### src/rtl/mesm6_mem_arbiter_pkg.sv
// Shared types and defaults for the mesm6 instruction/data memory arbiter.
package mesm6_mem_arbiter_pkg;

  localparam int unsigned ARB_ADDR_W  = 15;
  localparam int unsigned ARB_DATA_W  = 48;
  localparam int unsigned ARB_TIMEOUT = 64;

  typedef enum logic [1:0] {
    ARB_IDLE  = 2'd0,
    ARB_D_ACC = 2'd1,
    ARB_I_ACC = 2'd2,
    ARB_DONE  = 2'd3
  } arb_state_t;

  // Request flags sampled in IDLE and held for the whole request pair
  typedef struct packed {
    logic need_d;
    logic need_i;
    logic we;
  } arb_req_t;

endpackage

### src/rtl/mesm6_mem_arbiter.sv
// Serialises core ibus/dbus requests onto one single-port memory, data first,
// returning both done pulses together when a fetch and data access are joined.
module mesm6_mem_arbiter
  import mesm6_mem_arbiter_pkg::*;
#(
  parameter int unsigned ADDR_W  = ARB_ADDR_W,
  parameter int unsigned DATA_W  = ARB_DATA_W,
  parameter int unsigned TIMEOUT = ARB_TIMEOUT
) (
  input  logic              clk,
  input  logic              reset_n,
  input  logic              ibus_fetch,
  input  logic [ADDR_W-1:0] ibus_addr,
  output logic [DATA_W-1:0] ibus_input,
  output logic              ibus_done,
  input  logic              dbus_read,
  input  logic              dbus_write,
  input  logic [ADDR_W-1:0] dbus_addr,
  input  logic [DATA_W-1:0] dbus_output,
  output logic [DATA_W-1:0] dbus_input,
  output logic              dbus_done,
  output logic              mem_req,
  output logic              mem_we,
  output logic [ADDR_W-1:0] mem_addr,
  output logic [DATA_W-1:0] mem_wdata,
  input  logic [DATA_W-1:0] mem_rdata,
  input  logic              mem_ack,
  output logic              bus_err
);

  // Counter must be able to hold TIMEOUT itself
  localparam int unsigned WDOG_W = (TIMEOUT == 0) ? 1 : $clog2(TIMEOUT + 1);

  arb_state_t        r_state, w_state_nxt;
  arb_req_t          r_req, w_req_nxt;
  logic [ADDR_W-1:0] r_iaddr, w_iaddr_nxt, r_daddr, w_daddr_nxt;
  logic [DATA_W-1:0] r_wdata, w_wdata_nxt;
  logic [WDOG_W-1:0] r_wdog, w_wdog_nxt;

  logic              r_mem_req, w_mem_req_nxt, r_mem_we, w_mem_we_nxt;
  logic [ADDR_W-1:0] r_mem_addr, w_mem_addr_nxt;
  logic [DATA_W-1:0] r_mem_wdata, w_mem_wdata_nxt;
  logic [DATA_W-1:0] r_ibus_input, w_ibus_input_nxt, r_dbus_input, w_dbus_input_nxt;
  logic              r_ibus_done, w_ibus_done_nxt, r_dbus_done, w_dbus_done_nxt;
  logic              r_bus_err, w_bus_err_nxt;

  logic w_acc, w_expire, w_fin, w_conflict;

  assign w_acc      = (r_state == ARB_D_ACC) || (r_state == ARB_I_ACC);
  assign w_expire   = (TIMEOUT != 0) && (r_wdog == WDOG_W'(TIMEOUT));
  assign w_fin      = w_acc && (mem_ack || w_expire);
  assign w_conflict = dbus_read && dbus_write;

  always_ff @(posedge clk or negedge reset_n) begin
    if (!reset_n) r_state <= ARB_IDLE;
    else          r_state <= w_state_nxt;
  end

  always_comb begin
    w_state_nxt = r_state;
    unique case (r_state)
      ARB_IDLE: begin
        if (dbus_read || dbus_write) w_state_nxt = ARB_D_ACC;
        else if (ibus_fetch)         w_state_nxt = ARB_I_ACC;
      end
      ARB_D_ACC: if (w_fin) w_state_nxt = r_req.need_i ? ARB_I_ACC : ARB_DONE;
      ARB_I_ACC: if (w_fin) w_state_nxt = ARB_DONE;
      ARB_DONE:  w_state_nxt = ARB_IDLE;
      default:   w_state_nxt = ARB_IDLE;
    endcase
  end

  // Next values of every registered output, derived from the state being entered
  always_comb begin
    w_req_nxt   = r_req;
    w_iaddr_nxt = r_iaddr;
    w_daddr_nxt = r_daddr;
    w_wdata_nxt = r_wdata;
    if (r_state == ARB_IDLE) begin
      w_req_nxt.need_d = dbus_read | dbus_write;
      w_req_nxt.need_i = ibus_fetch;
      w_req_nxt.we     = dbus_write;
      w_iaddr_nxt      = ibus_addr;
      w_daddr_nxt      = dbus_addr;
      w_wdata_nxt      = dbus_output;
    end

    w_wdog_nxt = (!w_acc || w_fin) ? '0 : r_wdog + WDOG_W'(1);

    w_mem_req_nxt   = (w_state_nxt == ARB_D_ACC) || (w_state_nxt == ARB_I_ACC);
    w_mem_we_nxt    = (w_state_nxt == ARB_D_ACC) && w_req_nxt.we;
    w_mem_addr_nxt  = '0;
    w_mem_wdata_nxt = '0;
    if (w_state_nxt == ARB_D_ACC) begin
      w_mem_addr_nxt  = w_daddr_nxt;
      w_mem_wdata_nxt = w_wdata_nxt;
    end else if (w_state_nxt == ARB_I_ACC) begin
      w_mem_addr_nxt = w_iaddr_nxt;
    end

    w_ibus_done_nxt = (w_state_nxt == ARB_DONE) && w_req_nxt.need_i;
    w_dbus_done_nxt = (w_state_nxt == ARB_DONE) && w_req_nxt.need_d;

    // A watchdog-forced completion returns zero instead of stale bus data
    w_ibus_input_nxt = r_ibus_input;
    if ((r_state == ARB_I_ACC) && w_fin) w_ibus_input_nxt = mem_ack ? mem_rdata : '0;
    w_dbus_input_nxt = r_dbus_input;
    if ((r_state == ARB_D_ACC) && w_fin && !r_req.we)
      w_dbus_input_nxt = mem_ack ? mem_rdata : '0;

    w_bus_err_nxt = r_bus_err || (w_fin && !mem_ack) || ((r_state == ARB_IDLE) && w_conflict);
  end

  always_ff @(posedge clk or negedge reset_n) begin
    if (!reset_n) begin
      r_req   <= '0;
      r_iaddr <= '0;
      r_daddr <= '0;
      r_wdata <= '0;
      r_wdog  <= '0;
    end else begin
      r_req   <= w_req_nxt;
      r_iaddr <= w_iaddr_nxt;
      r_daddr <= w_daddr_nxt;
      r_wdata <= w_wdata_nxt;
      r_wdog  <= w_wdog_nxt;
    end
  end

  always_ff @(posedge clk or negedge reset_n) begin
    if (!reset_n) begin
      r_mem_req    <= 1'b0;
      r_mem_we     <= 1'b0;
      r_mem_addr   <= '0;
      r_mem_wdata  <= '0;
      r_ibus_input <= '0;
      r_dbus_input <= '0;
      r_ibus_done  <= 1'b0;
      r_dbus_done  <= 1'b0;
      r_bus_err    <= 1'b0;
    end else begin
      r_mem_req    <= w_mem_req_nxt;
      r_mem_we     <= w_mem_we_nxt;
      r_mem_addr   <= w_mem_addr_nxt;
      r_mem_wdata  <= w_mem_wdata_nxt;
      r_ibus_input <= w_ibus_input_nxt;
      r_dbus_input <= w_dbus_input_nxt;
      r_ibus_done  <= w_ibus_done_nxt;
      r_dbus_done  <= w_dbus_done_nxt;
      r_bus_err    <= w_bus_err_nxt;
    end
  end

  assign mem_req    = r_mem_req;
  assign mem_we     = r_mem_we;
  assign mem_addr   = r_mem_addr;
  assign mem_wdata  = r_mem_wdata;
  assign ibus_input = r_ibus_input;
  assign dbus_input = r_dbus_input;
  assign ibus_done  = r_ibus_done;
  assign dbus_done  = r_dbus_done;
  assign bus_err    = r_bus_err;

endmodule

### config.mk
export PLATFORM = sky130hd
export DESIGN_NAME = mesm6_mem_arbiter
export DESIGN_NICKNAME = d
export VERILOG_FILES = /design/src/rtl/mesm6_mem_arbiter_pkg.sv /design/src/rtl/mesm6_mem_arbiter.sv
export SDC_FILE = /design/constraint.sdc
export NUM_CORES = 1
export LEC_CHECK = 0
export CAP_MARGIN = 20
export CORE_UTILIZATION = 46
export DETAILED_ROUTE_END_ITERATION = 12
export PLACE_DENSITY_LB_ADDON = 0.25
export RECOVER_POWER = 100
export SLEW_MARGIN = 15
export SYNTH_ARGS = -nofsm -noshare
export SYNTH_HDL_FRONTEND = slang
export SYNTH_SLANG_ARGS = --single-unit
### constraint.sdc
create_clock -name clk -period 3.3 [get_ports clk]
set_clock_uncertainty 0.05 [all_clocks]
set_input_delay 0.825 -clock clk [delete_from_list [all_inputs] [get_ports clk]]
set_output_delay 0.825 -clock clk [all_outputs]
set_load 0.01 [all_outputs]
==> metrics.yaml <==
global_routing:
  grt_first_pass_wirelength_mm: 34.4
  use_met1: 0.271
  busiest_layer: "met2"
  grt_pass1_vias: 6441
  antenna_found_initial: 0
  grt_use_met2: 0.361
  grtUsageMet3: 0.0550
  grt_max_degree: 83
  gr-total-overflow: 0
  grt_usage: 0.215
route:
  drt_iter0_drc: 190
  drtAntennaViolNets: 0
  via_per_inst: 5.08
  num_vias: 6179
  wl_per_cell_um: 18.2
  drc: 0
  drtPass1Iterations: 4
  routed_wl_mm: 22.2
setup_path:
  cp.arrival_ns: 3.21
  slowest_stage: "or4_1"
  cp_slowest_stage_delay_ns: 0.48
  worstSetupPathType: "flop to flop"
  cp_cell_sequence: "inv_1 -> ha_4 -> and2_0 -> a31o_2 -> or4_1 -> o311ai_0 -> ha_1 -> buf_12 -> and2_1"
  cp-end-kind: "flop"
  cp-start-kind: "flop"
  critPathRequiredTime_ns: 3.71
  path_max_fanout: 43
sta:
  slew_headroom: -0.413
  setup_tns_ns: 0
  fin_crit_ns: 2.81
  fin_crit_sh: 0.851
  worst_pin_slew_ns: 2.12
  hold_viol: 0
  max_freq_mhz: 356
  slew_violations: 81
  setup_viol: 0
  grt_setup_unrepaired: "no"
run_status:
  status: "finished, violations left"
  violations: "capacitance limit, slew limit"
placement:
  dpl_cell_area_um2: 12500
  place.gp.congestion: 0.739
  dp_hpwl_mm: 14.6
  io_buffers: 295
floorplan:
  io_pins: 296
  core_area_um2: 19500
  die_x_um: 143
  rows: 51
  initial_core_util: 0.471
  dieHeight_um: 143
  dieArea_um2: 20500
logic_synthesis:
  avgSynthCellArea_um2: 14.6
  synth_common_cells: "dfrtp_1, a22o_1, mux2_2"
  synthArstFlopShare: 1.00
  synth_cell_types: 33
  ys_ff_latch: 254
  synth_cells: 630
  post-synth-top-count-cell: "dfrtp_1"
  yosysSeqAreaShare: 0.692
  synth_ff_type: "dfrtp_1"
  synth_top_area_frac: 0.692
  syn-num-nets: 770
  synth-edff-count: 0
  synth_top_area_cell: "dfrtp_1"
  yosysWarnings: 0
  syn_area_um2: 9190
  yosys-top-cells-area: "dfrtp_1, mux2_2, a22o_1"
cts:
  htree_levels: 1
  post-cts-setup-buffer-count: 0
  clock_sinks: 254
  cts_tree: "built"
  numCtsBuffers: 27
  cts_root_buf: "clkbuf_16"
  clkLatencyLatePin_ns: 0.52
  hold_buffers: 0
  clkTransAtPathRegs_ns: 0.06
  clockBufferDepth: 3
  cts.repair.resized: 0
finish:
  synthToLayoutAreaGrowth_pct: 45.7
  drive_gt1_frac: 0.126
  final.fill_count: 1442
  antenna_cells: 0
  fin_area_um2: 13400
  nets: 1071
hold_path:
  hp-class: "flop to flop"
power:
  p_leak_nw: 6.27
  power.density_nw_per_um2: 942
  vdd_drop_max_mv: 0.562
job:
  maxCapViolCount: 1
state kept, by name (all words and copies together) (netlist names):
| name | count |
|---|---|
| ibus_done | 1 |
| r_iaddr | 15 |
| mem_req | 1 |
| dbus_input | 48 |
| r_wdata | 48 |
| r_wdog | 7 |
| mem_wdata | 48 |
| mem_addr | 15 |
| r_daddr | 15 |
| r_req | 3 |
| ibus_input | 48 |
| dbus_done | 1 |
| r_state | 2 |
| bus_err | 1 |
| mem_we | 1 |
where the power goes:
| group | switching [W] | internal (W) | total, W |
|---|---|---|---|
| sequential | 0.000445 | 0.00443 | 0.00487 |
| clock | 0.00118 | 0.00182 | 0.00300 |
| combinational | 0.00220 | 0.00254 | 0.00474 |
| total | 0.00383 | 0.00879 | 0.0126 |
metal layers:
metal,up-vias,wire [µm],part of all wire
li1,2822,-,-
met5,-,0,0
met4,0,749,0.034
met1,3106,8890,0.40
met2,200,11000,0.50
met3,51,1550,0.070
layout make-up:
| cell class | instances | area, µm² | area share |
|---|---|---|---|
| sequential | 254 | 6360 | 0.475 |
| timing repair buffer | 311 | 3120 | 0.233 |
| multi-input combinational | 328 | 2650 | 0.198 |
| clock buffer | 41 | 798 | 0.0596 |
| tap | 265 | 332 | 0.0248 |
| clock inverter | 9 | 98.8 | 0.00738 |
| inverter | 9 | 33.8 | 0.00252 |
placed cells by master (no fill, tap or decap), types with 3 or more instances in the layout:
cell type,netlist,final
inv_1,9,9
clkbuf_16,0,27
xnor2_1,3,3
mux2_1,1,22
clkbuf_8,0,7
nand2_1,36,36
clkinv_2,0,6
a22o_1,96,96
buf_12,0,6
mux2_2,78,57
dfrtp_1,254,254
and2_1,52,33
nor2_1,14,13
nand2b_1,3,3
clkdlybuf4s50_1,0,130
and2_0,0,19
clkbuf_2,0,8
ha_1,8,7
dlygate4sd3_1,0,164
o21ai_0,13,16
clkbuf_1,24,8
stage by stage:
step / hold slack [ns] / total power [W] / worst slack (ns) / utilization / std cells
CTS: 0.270 / 0.0132 / 0.606 / 0.688 / 1217
global route: 0.448 / 0.0134 / 0.320 / 0.686 / 1217
floorplan: 0.397 / 0.00755 / 0.410 / - / 630
finish: 0.427 / 0.0126 / 0.493 / 0.686 / 1217
detailed placement: 0.420 / 0.0101 / 0.122 / 0.642 / 1167
global placement: 0.415 / 0.00996 / 0.152 / 0.642 / 1167
cell families (layout without fill, tap and decap cells):
group                      Yosys count  after routing  synth area share
AOI/OAI and AO/OA                  124            124             0.110
xor gates and xnor gates             5              5           0.00477
adders and majority gates            8              8            0.0109
buffers and inverters               48            370            0.0231
DFF                                254            254             0.692
muxes                               79             79            0.0968
and+or+nand+nor                    112            112            0.0630
path summary, 6_finish.rpt:
path / endpoint / startpoint / slack (ns) / cells past startpoint
worst max-delay path: mem_wdata[20] / r_state[0] / 0.49 / 9
worst min-delay path: r_wdata[39] / r_wdata[39] / 0.43 / 1
worst max register to register: mem_wdata[20] / r_state[0] / 0.49 / 9
worst min register to register: r_wdata[39] / r_wdata[39] / 0.43 / 1
max in group asynchronous: dbus_input[20] / reset_n / 0.89 / 2
min in group asynchronous: r_wdata[45] / reset_n / 0.87 / 1
worst max-delay path, delay by kind of cell (launching register included):
| kind | cells | cell delay (ns) |
|---|---|---|
| buf+inv | 2 | 0.39 |
| compound gates | 2 | 0.43 |
| simple gates | 3 | 0.81 |
| flops | 1 | 0.38 |
| fa+ha+maj | 2 | 0.66 |
No activity file was read; power rests on OpenSTA's default activity.
